--- config.mk ---
export PLATFORM = sky130hd
export DESIGN_NAME = clk_div_prog_flat
export DESIGN_NICKNAME = d
export VERILOG_FILES = /design/src/rtl/clk_div_pkg.sv /design/src/rtl/clk_div_prog_if.sv /design/src/rtl/clk_div_chan.sv /design/src/rtl/clk_div_prog.sv /design/src/flat_wrapper.sv
export SDC_FILE = /design/constraint.sdc
export NUM_CORES = 1
export LEC_CHECK = 0
export ABC_AREA = 1
export CORE_UTILIZATION = 57
export CTS_CLUSTER_DIAMETER = 200
export CTS_CLUSTER_SIZE = 10
export DETAILED_ROUTE_END_ITERATION = 7
export PLACE_DENSITY = 0.79
export SETUP_SLACK_MARGIN = 0.5
export SYNTH_ARGS = -nofsm -noshare
export SYNTH_HDL_FRONTEND = slang
export SYNTH_HIERARCHICAL = 1
export SYNTH_SLANG_ARGS = --single-unit
export TNS_END_PERCENT = 50
--- constraint.sdc ---
create_clock -name clk -period 2.4 [get_ports clk]
set_input_delay 0.48 -clock clk [delete_from_list [all_inputs] [get_ports clk]]
set_output_delay 0.48 -clock clk [all_outputs]
set_load 0.005 [all_outputs]
--- src/rtl/clk_div_pkg.sv ---
`default_nettype none
// ============================================================================
//  Module   : clk_div_pkg
//  Brief    : Shared constants and helpers for the programmable clock divider.
//  Revision : 1.0 - initial release
// ============================================================================
package clk_div_pkg;

    localparam int C_DEFAULT_HP = 50_000_000;
    localparam int C_TICK_CNT_W = 16;

    // Channel-select width; a single channel still needs a 1-bit select.
    function automatic int ch_width(input int num_ch);
        return (num_ch > 1) ? $clog2(num_ch) : 1;
    endfunction

endpackage
`default_nettype wire

--- src/rtl/clk_div_prog_if.sv ---
`default_nettype none
// ============================================================================
//  Module   : clk_div_prog_if
//  Brief    : Valid/ready half-period configuration port of clk_div_prog.
//  Revision : 1.0 - initial release
// ============================================================================
interface clk_div_prog_if #(
    parameter int CH_W  = 2,
    parameter int CNT_W = 26
);

    logic             cfg_valid;
    logic             cfg_ready;
    logic [CH_W-1:0]  cfg_ch;
    logic [CNT_W-1:0] cfg_hp;
    logic             cfg_err;

    modport master (
        output cfg_valid, cfg_ch, cfg_hp,
        input  cfg_ready, cfg_err
    );

    modport slave (
        input  cfg_valid, cfg_ch, cfg_hp,
        output cfg_ready, cfg_err
    );

endinterface
`default_nettype wire

--- src/rtl/clk_div_chan.sv ---
`default_nettype none
// ============================================================================
//  Module   : clk_div_chan
//  Brief    : One 50%-duty divider channel with deferred half-period reload.
//             CLKDIV_TICK_CNT_EN adds a 16-bit rising-edge counter output.
//  Revision : 1.0 - initial release
// ============================================================================
module clk_div_chan
    import clk_div_pkg::*;
#(
    parameter int CNT_W      = 26,
    parameter int DEFAULT_HP = C_DEFAULT_HP
) (
    input  logic             clk,
    input  logic             rst_n,
    input  logic             en,
    input  logic             sync_clr,
    input  logic             load,
    input  logic [CNT_W-1:0] load_hp,
`ifdef CLKDIV_TICK_CNT_EN
    output logic [C_TICK_CNT_W-1:0] tick_cnt,
`endif
    output logic             pending,
    output logic             clk_out,
    output logic             tick
);

    logic [CNT_W-1:0] r_cnt;
    logic [CNT_W-1:0] r_hp;
    logic [CNT_W-1:0] r_pend_hp;
    logic             r_pending;
    logic             r_clk_out;
    logic             r_tick;

    logic             w_terminal;
    logic             w_apply;

    assign w_terminal = (r_cnt == (r_hp - CNT_W'(1)));
    // A stored update only lands where a half-period boundary begins anyway.
    assign w_apply    = r_pending && (sync_clr || !en || w_terminal);

    always_ff @(posedge clk or negedge rst_n) begin
        if (!rst_n) begin
            r_cnt     <= '0;
            r_hp      <= CNT_W'(DEFAULT_HP);
            r_pend_hp <= '0;
            r_pending <= 1'b0;
            r_clk_out <= 1'b0;
            r_tick    <= 1'b0;
        end else begin
            if (sync_clr || !en) begin
                r_cnt     <= '0;
                r_clk_out <= 1'b0;
                r_tick    <= 1'b0;
            end else if (w_terminal) begin
                r_cnt     <= '0;
                r_clk_out <= ~r_clk_out;
                r_tick    <= 1'b1;
            end else begin
                r_cnt     <= r_cnt + CNT_W'(1);
                r_tick    <= 1'b0;
            end

            // load is only granted while nothing is pending, so it never meets w_apply.
            if (w_apply) begin
                r_hp      <= r_pend_hp;
                r_pending <= 1'b0;
            end else if (load) begin
                r_pend_hp <= load_hp;
                r_pending <= 1'b1;
            end
        end
    end

`ifdef CLKDIV_TICK_CNT_EN
    logic [C_TICK_CNT_W-1:0] r_tick_cnt;

    always_ff @(posedge clk or negedge rst_n) begin
        if (!rst_n) begin
            r_tick_cnt <= '0;
        end else if (sync_clr) begin
            r_tick_cnt <= '0;
        end else if (en && w_terminal && !r_clk_out) begin
            r_tick_cnt <= r_tick_cnt + C_TICK_CNT_W'(1);
        end
    end

    assign tick_cnt = r_tick_cnt;
`endif

    assign pending = r_pending;
    assign clk_out = r_clk_out;
    assign tick    = r_tick;

endmodule
`default_nettype wire

--- src/rtl/clk_div_prog.sv ---
`default_nettype none
// ============================================================================
//  Module   : clk_div_prog
//  Brief    : Multi-channel programmable clock divider with valid/ready config.
//             CLKDIV_TICK_CNT_EN adds per-channel tick_cnt outputs.
//  Revision : 1.0 - initial release
// ============================================================================
module clk_div_prog
    import clk_div_pkg::*;
#(
    parameter int NUM_CH     = 4,
    parameter int CNT_W      = 26,
    parameter int DEFAULT_HP = C_DEFAULT_HP
) (
    input  logic              clk,
    input  logic              rst_n,
    input  logic [NUM_CH-1:0] en,
    input  logic              sync_clr,
    clk_div_prog_if.slave     cfg,
`ifdef CLKDIV_TICK_CNT_EN
    output logic [NUM_CH*C_TICK_CNT_W-1:0] tick_cnt,
`endif
    output logic [NUM_CH-1:0] clk_out,
    output logic [NUM_CH-1:0] tick
);

    localparam int CH_W    = ch_width(NUM_CH);
    localparam int CH_SPAN = 1 << CH_W;

    logic [NUM_CH-1:0]  w_pending;
    logic [NUM_CH-1:0]  w_load;
    logic [CH_SPAN-1:0] w_pend_span;
    logic               w_ch_ok;
    logic               w_hp_ok;
    logic               w_fire;
    logic               w_accept;
    logic               r_cfg_err;

    // Unused select codes read as not-pending so bad channels are rejected, not stalled.
    always_comb begin
        w_pend_span               = '0;
        w_pend_span[NUM_CH-1:0]   = w_pending;
    end

    assign cfg.cfg_ready = ~w_pend_span[cfg.cfg_ch];
    assign w_ch_ok       = ({1'b0, cfg.cfg_ch} < (CH_W+1)'(NUM_CH));
    assign w_hp_ok       = |cfg.cfg_hp;
    assign w_fire        = cfg.cfg_valid & cfg.cfg_ready;
    assign w_accept      = w_fire & w_ch_ok & w_hp_ok;

    always_ff @(posedge clk or negedge rst_n) begin
        if (!rst_n) begin
            r_cfg_err <= 1'b0;
        end else begin
            r_cfg_err <= w_fire & ~(w_ch_ok & w_hp_ok);
        end
    end

    assign cfg.cfg_err = r_cfg_err;

    for (genvar i = 0; i < NUM_CH; i++) begin : g_chan
        assign w_load[i] = w_accept && (cfg.cfg_ch == CH_W'(i));

        clk_div_chan #(
            .CNT_W      (CNT_W),
            .DEFAULT_HP (DEFAULT_HP)
        ) u_chan (
            .clk      (clk),
            .rst_n    (rst_n),
            .en       (en[i]),
            .sync_clr (sync_clr),
            .load     (w_load[i]),
            .load_hp  (cfg.cfg_hp),
`ifdef CLKDIV_TICK_CNT_EN
            .tick_cnt (tick_cnt[i*C_TICK_CNT_W +: C_TICK_CNT_W]),
`endif
            .pending  (w_pending[i]),
            .clk_out  (clk_out[i]),
            .tick     (tick[i])
        );
    end

endmodule
`default_nettype wire

--- src/flat_wrapper.sv ---
// flat-port wrapper written by rule: the top's interface ports become plain ports
module clk_div_prog_flat import clk_div_pkg::*;
#(
    parameter int NUM_CH     = 4,
    parameter int CNT_W      = 26,
    parameter int DEFAULT_HP = C_DEFAULT_HP
)
  (clk, rst_n, en, sync_clr, clk_out, tick, cfg_cfg_valid, cfg_cfg_ch, cfg_cfg_hp, cfg_cfg_ready, cfg_cfg_err);
  clk_div_prog_if #(.CH_W((2)), .CNT_W(CNT_W)) cfg_i ();
  input  logic clk;
  input  logic rst_n;
  input  logic [NUM_CH-1:0] en;
  input  logic sync_clr;
  output logic [NUM_CH-1:0] clk_out;
  output logic [NUM_CH-1:0] tick;
  input wire logic [$bits(cfg_i.cfg_valid)-1:0] cfg_cfg_valid;
  input wire logic [$bits(cfg_i.cfg_ch)-1:0] cfg_cfg_ch;
  input wire logic [$bits(cfg_i.cfg_hp)-1:0] cfg_cfg_hp;
  output wire logic [$bits(cfg_i.cfg_ready)-1:0] cfg_cfg_ready;
  output wire logic [$bits(cfg_i.cfg_err)-1:0] cfg_cfg_err;
  assign cfg_i.cfg_valid = cfg_cfg_valid;
  assign cfg_i.cfg_ch = cfg_cfg_ch;
  assign cfg_i.cfg_hp = cfg_cfg_hp;
  assign cfg_cfg_ready = cfg_i.cfg_ready;
  assign cfg_cfg_err = cfg_i.cfg_err;
  clk_div_prog #(.NUM_CH(NUM_CH), .CNT_W(CNT_W), .DEFAULT_HP(DEFAULT_HP)) u_core (.clk(clk), .rst_n(rst_n), .en(en), .sync_clr(sync_clr), .cfg(cfg_i), .clk_out(clk_out), .tick(tick));
endmodule
# Word-level counts from Yosys, hierarchy flattened
# Cells that the tools add are included.
[classes] shifts=0 eq_ne=7 n_div=0 bitwise=13 multipliers=0 n_lt_le_gt_ge=1 muxes=34 reduce_logical=34 addsub=8
[op_table] operator="two-way mux 26 bit" count=8
[op_table] operator="adder 26 x 1 -> 26 bit, second input constant" count=4
[op_table] operator="equality test 26 bit" count=4
[op_table] operator="subtractor 26 x 1 -> 26 bit, second input constant" count=4
[op_table] operator="OR reduction 26 bit" count=1
[op_table] operator="two-way mux 1 bit" count=25
[op_table] operator="nonzero test 2 bit" count=8
[op_table] operator="inverter 1 bit" count=10
[op_table] operator="logical AND 1 bit" count=8
[op_table] operator="logical OR 1 bit" count=8
[op_table] operator="AND reduction 2 bit" count=4
[op_table] operator="equality test 2 bit, second input constant" count=2
[op_table] operator="zero test 1 bit" count=4
[op_table] operator="AND 1 bit" count=3
[op_table] operator="less-than comparator 2 x 3 -> 1 bit, second input constant" count=1
[op_table] operator="binary-select mux 1 bit (select 2 bit)" count=1
[op_table] operator="equality test 2 x 1 -> 1 bit, second input constant" count=1
[op_table] operator="zero test 2 bit" count=1
[word_totals] memories=0 register_bits=325 mem_bits_rw=0 out_inout_bits=10 inputBits=36 rom_bits=0 latch_bits=0

# Depth between registers and ports, before layout
[depth] depth_word=8 mapped_depth=22 mapped_depth_nobuf=21

# Modules after synthesis
# The synthesis kept the hierarchy.
[modules_own_cells] mod="clk_div_chan at u_core.g_chan[0].u_chan ..." area_each_um2=4663.2 cells_each=648 n_inst=3 seq_area_each_um2=2042.0
[modules_own_cells] mod="clk_div_chan at u_core.g_chan[3].u_chan" area_each_um2=4648.2 cells_each=647 n_inst=1 seq_area_each_um2=2042.0
[modules_own_cells] mod="clk_div_prog" area_each_um2=241.5 cells_each=49 n_inst=1 seq_area_each_um2=25.0

# Worst setup path before layout
# OpenSTA, ideal clock, no wires.
[synth_path] path_kind="register to register" startpoint="register u_core.g_chan[3].u_chan.r_hp[0]" endpoint="register u_core.g_chan[3].u_chan.r_pend_hp[2]" setup_time_ns=0.117 stages_incl_launch_ff=18 arrival_time_ns=2.110 slack_ns=0.173 path_cell_list="dfrtp_1 inv_2 ha_1 nand3_2 nor2_1 nand2_1 nor2_1 nand2_1 nand3_1 nand2_1 nor2_1 nand3_1 o21bai_1 buf_4 nand2_4 buf_2 nand3_1 nand2_1"
[synth_between] elab_chain_len=6
[synth_rtl] element="start, declared" line="clk_div_chan.sv:29" text="logic [CNT_W-1:0] r_hp;"
[synth_rtl] element="start signal, assigned" line="clk_div_chan.sv:45" text="r_hp <= CNT_W'(DEFAULT_HP);"
[synth_rtl] element="start signal, assigned" line="clk_div_chan.sv:66" text="r_hp <= r_pend_hp;"
[synth_rtl] element="subtractor 26 x 1 -> 26 bit" line="clk_div_chan.sv:38" text="assign w_terminal = (r_cnt == (r_hp - CNT_W'(1)));"
[synth_rtl] element="equality test 26 bit" line="clk_div_chan.sv:38"
[synth_rtl] element="logical OR 1 bit" line="clk_div_chan.sv:40" text="assign w_apply = r_pending && (sync_clr || !en || w_terminal);"
[synth_rtl] element="logical AND 1 bit" line="clk_div_chan.sv:40"
[synth_rtl] element="inverter 1 bit (no source line)"
[synth_rtl] element="AND reduction 2 bit (no source line)"
[synth_rtl] element="end signal, assigned" line="clk_div_chan.sv:69" text="r_pend_hp <= load_hp;"
[synth_rtl] element="end, declared" line="clk_div_chan.sv:30" text="logic [CNT_W-1:0] r_pend_hp;"
# No other way between the ends.
# A chain may end at the register's enable or synchronous reset.

# Final worst setup path
[layout_path] startpoint="register u_core.g_chan[3].u_chan.r_hp[8]" endpoint="register u_core.g_chan[3].u_chan.r_pend_hp[23]"
# Same word-level chain as after synthesis.

==> impl_metrics.csv <==
group,metric,value,unit
outcome,status,"complete, but fails checks",
outcome,violations,"negative setup slack",
finish,fin_cells,3339,
clock_tree,root_buffer,"clkbuf_16",
floorplan,row_count,66,
critical_path,crit_end,"u_core/g_chan[3].u_chan/r_pend_hp[23]",
grt,grt_pass1_vias,17700,
clock_tree,clk_pin_slew,0.06,ns
logic_synthesis,yosys.area_share.simple,42.0,%
logic_synthesis,synth_top_family_by_area,"simple AND/OR/NAND/NOR gates",
logic_synthesis,syn_area,0.0189,mm²
power,pwr-share-clk,20.3,%
route,drt_wl_total,59700,µm
route,routedWlPerCell,17.9,µm
critical_path,cp-start-kind,"flip-flop",
critical_path,crit_arrival,3.06,ns
logic_synthesis,yosysTopAreaCell,"dfrtp_1",
sta,max-slew-margin-rel,18.5,%
route,ant_nets,0,
logic_synthesis,synth_nets,2684,
logic_synthesis,ys_ff_latch,325,
critical_path,end_kind,"flip-flop",
clock_tree,cts_num_sinks,325,
sta,finalCriticalPeriod,2.59,ns
power,p_sw,0.0113,W
logic_synthesis,synthTopCellsByArea,"dfrtp_1, nand2_1, nand3_1",
grt,grt_max_degree,62,
logic_synthesis,synthAdderAreaFrac,0.530,%
floorplan,die_h,184,µm
clock_tree,clk_latency,0.54,ns
critical_path,reg2regPathDepth,16,
logic_synthesis,yosysWarnings,6,
grt,grt_pass1_wl,86600,µm
logic_synthesis,synth_most_common_cell,"nand2_1",
critical_path,worstReg2RegEnd,"u_core/g_chan[3].u_chan/r_pend_hp[23]",
floorplan,die-width,184,µm
route,dr.pass1.iters,6,
floorplan,core_area,0.0325,mm²
route,wl_met3,4510,µm
power,intPower,0.0155,W
finish,finish.utilization,75.7,%
grt,overflow,0,
sta,timing.final.ws_setup,-0.193,ns
placement,dp.final_hpwl,34800,µm
sta,fin_skew,0.0231,ns
critical_path,cp_max_fo,8,
power,powerDensity,1090,mW/mm²
route,maxUsedRoutingLayer,"met4",
sta,hold_violations,0,
route,drc_errors,0,
placement,port_buffers,45,
power,p_leak,11.8,nW
logic_synthesis,synthCells,2640,
grt,grt_usage,31.7,%
route,dr_wl_met2,28800,µm
critical_path,crit_path_frequent_cell,"nand2_1",
critical_path,reg2reg_from,"u_core/g_chan[3].u_chan/r_hp[8]",
sta,drv_slew,0,
logic_synthesis,synth_xor_area_share,5.89,%
route,vias,18700,
grt,antenna_found_initial,0,
sta,rsz0062_at_grt,"true",
logic_synthesis,synth-main-ff-cell,"dfrtp_1",
critical_path,timing.critical_path.from,"u_core/g_chan[3].u_chan/r_hp[8]",
critical_path,cp.required,2.87,ns
clock_tree,cts_tree,"yes",
floorplan,start_util,58.0,%
logic_synthesis,ys_seq_area_share,43.4,%
floorplan,pin_count,46,
power,vdd_ir_drop_max,0.000617,V
critical_path,slowest_delay,0.49,ns
power,p_sw_share,42.3,%
logic_synthesis,synth_commonest_cells,"nand2_1, nor2_1, nand3_1, dfrtp_1, inv_1",
logic_synthesis,synthMuxAreaShare,0,%
logic_synthesis,synth_compound_area_share,1.24,%
power,p_seq_share,34.7,%
logic_synthesis,synth_edf_count,0,
clock_tree,cts.path.max_buffers,3,
critical_path,path_cells,"nor2_4, nand2_1, nor2_4, nand3_1, nand2_1, nand2_1, nand2_1, nand2_1, nor2_1, nand3_2, o21bai_4, nand2_8, nand2_8, clkbuf_16, nand2_1, nand2_1",
logic_synthesis,syn_avg_cell_area,7.15,µm²
finish,nNetsFinal,2912,
power,pwr-share-comb,45.0,%
critical_path,reg2reg_slack,-0.19,ns
clock_tree,h-tree-depth,2,
critical_path,critPathKind,"flip-flop to flip-flop",
placement,place.gp.congestion,0.953,
finish,syn_to_final_growth,30.4,%
sta,setup_viol,272,
min_path,min_path_type,"input port to asynchronous set/reset pin",
finish,layout-drive-gt1-share,24.3,%
logic_synthesis,async_flop_share,100,%
clock_tree,cts_buffers,38,
route,viasPerCell,5.61,
sta,fmax,386,MHz
sta,post-route-period-util,108,%
run,drv_cap,0,
route,drt_iter0_drc,1744,
route,met1_length,22200,µm
placement,dp.cells,3170,
sta,worstMarginPinSlew,1.22,ns
logic_synthesis,netlist-cell-type-count,37,
critical_path,cpMaxStageDelayCell,"dfrtp_1",
finish,n_antenna_cell,0,
logic_synthesis,netlist.area_leader.share,36.7,%
floorplan,die-area,0.0339,mm²
[critical path: cells and delay by family (launching register included)]
kind,cells,cell delay [ns]
and+or+nand+nor,14,1.58
DFF,1,0.49
AOI/OAI and AO/OA,1,0.28
buffers and inverters,1,0.15
[state kept, by name, indices dropped and copies added, names as in the netlist]
name                            count
u_core/cfg.cfg_err                  1
u_core/g_chan.u_chan/clk_out        4
u_core/g_chan.u_chan/pending        4
u_core/g_chan.u_chan/r_cnt        104
u_core/g_chan.u_chan/r_hp         104
u_core/g_chan.u_chan/r_pend_hp    104
u_core/g_chan.u_chan/tick           4
[power groups by stage]
stage | Sequential, W | Combinational (W) | Clock, W
6_report | 0.00931 | 0.0121 | 0.00546
5_1_grt | 0.00944 | 0.0133 | 0.00575
4_1_cts | 0.00896 | 0.0104 | 0.00547
3_5_place_dp | 0.00892 | 0.00953 | 0
3_3_place_gp | 0.00891 | 0.00919 | 0
2_1_floorplan | 0.00849 | 0.00726 | 0
[layout by cell type (no fill, tap or decap), types with 13 or more instances in the layout]
| cell | netlist | final |
|---|---|---|
| nand3_1 | 307 | 228 |
| clkdlybuf4s50_1 | 0 | 41 |
| inv_2 | 13 | 29 |
| buf_4 | 1 | 141 |
| dfrtp_2 | 0 | 14 |
| dfrtp_1 | 277 | 263 |
| nor3_1 | 40 | 25 |
| nand4_1 | 37 | 37 |
| nor2_1 | 365 | 301 |
| o21ai_0 | 20 | 18 |
| dfstp_2 | 48 | 48 |
| xor2_1 | 81 | 81 |
| nand2_8 | 3 | 14 |
| nand3b_1 | 30 | 30 |
| inv_1 | 205 | 189 |
| nor2_4 | 13 | 39 |
| nand2_1 | 958 | 869 |
| nor3_2 | 0 | 13 |
| buf_12 | 0 | 31 |
| nand2_4 | 8 | 25 |
| nand3_2 | 2 | 77 |
| xnor2_1 | 46 | 46 |
| nand2_2 | 11 | 78 |
| clkbuf_1 | 14 | 27 |
| nor2_2 | 33 | 71 |
| buf_6 | 11 | 22 |
| clkbuf_16 | 0 | 52 |
[metal layers]
layer | vias up | GRT usage [%]
met5 | - | 0
met4 | 0 | 16.8
met3 | 227 | 4.32
met2 | 798 | 54.1
met1 | 8954 | 39.2
li1 | 8749 | -
[through the flow]
step	TNS, ns	total power, W	hold slack (ns)	cell area (µm²)	setup slack [ns]
floorplan	0	0.0157	0.184	19300	0.266
global placement	-3.60	0.0181	0.426	20900	-0.108
detailed placement	-10.29	0.0185	0.429	20900	-0.172
CTS	0	0.0249	0.467	23300	0.00783
global route	-74.74	0.0285	0.473	24600	-0.369
finish	-21.21	0.0268	0.458	24600	-0.193
[cells by family after synthesis]
kind of cell	after synthesis
DFF	325
adders and majority gates	8
AOI/OAI and AO/OA	42
xor gates and xnor gates	127
and+or+nand+nor	1833
buffers and inverters	305
[layout make-up]
type,count,area [µm²]
flip-flops and latches,325,8210
clock buffers,68,1130
multi-input cells,2016,10800
inverters,219,836
repair buffers,268,3050
well taps,442,553
fillers,2188,7920
clock inverters,1,7.51
[what timing repair did]
item	CTS	global route
resized for setup	148	221
hold endpoints to repair	39	0
setup buffers	45	22
endpoints found under the setup margin	325	327
hold buffers	1	0
pin swaps	42	82
cloned	14	18
[worst min-delay path by stage]
stage               start                          endpoint  slack (ns)
floorplan           rst_n                u_core/cfg.cfg_err        0.18
global placement    rst_n  u_core/g_chan[3].u_chan/r_cnt[2]        0.43
detailed placement  rst_n  u_core/g_chan[3].u_chan/r_cnt[2]        0.43
CTS                 rst_n  u_core/g_chan[3].u_chan/r_cnt[2]        0.47
global route        rst_n  u_core/g_chan[3].u_chan/r_cnt[2]        0.47
finish              rst_n  u_core/g_chan[3].u_chan/r_cnt[2]        0.46
No activity file was read; power rests on OpenSTA's default activity.
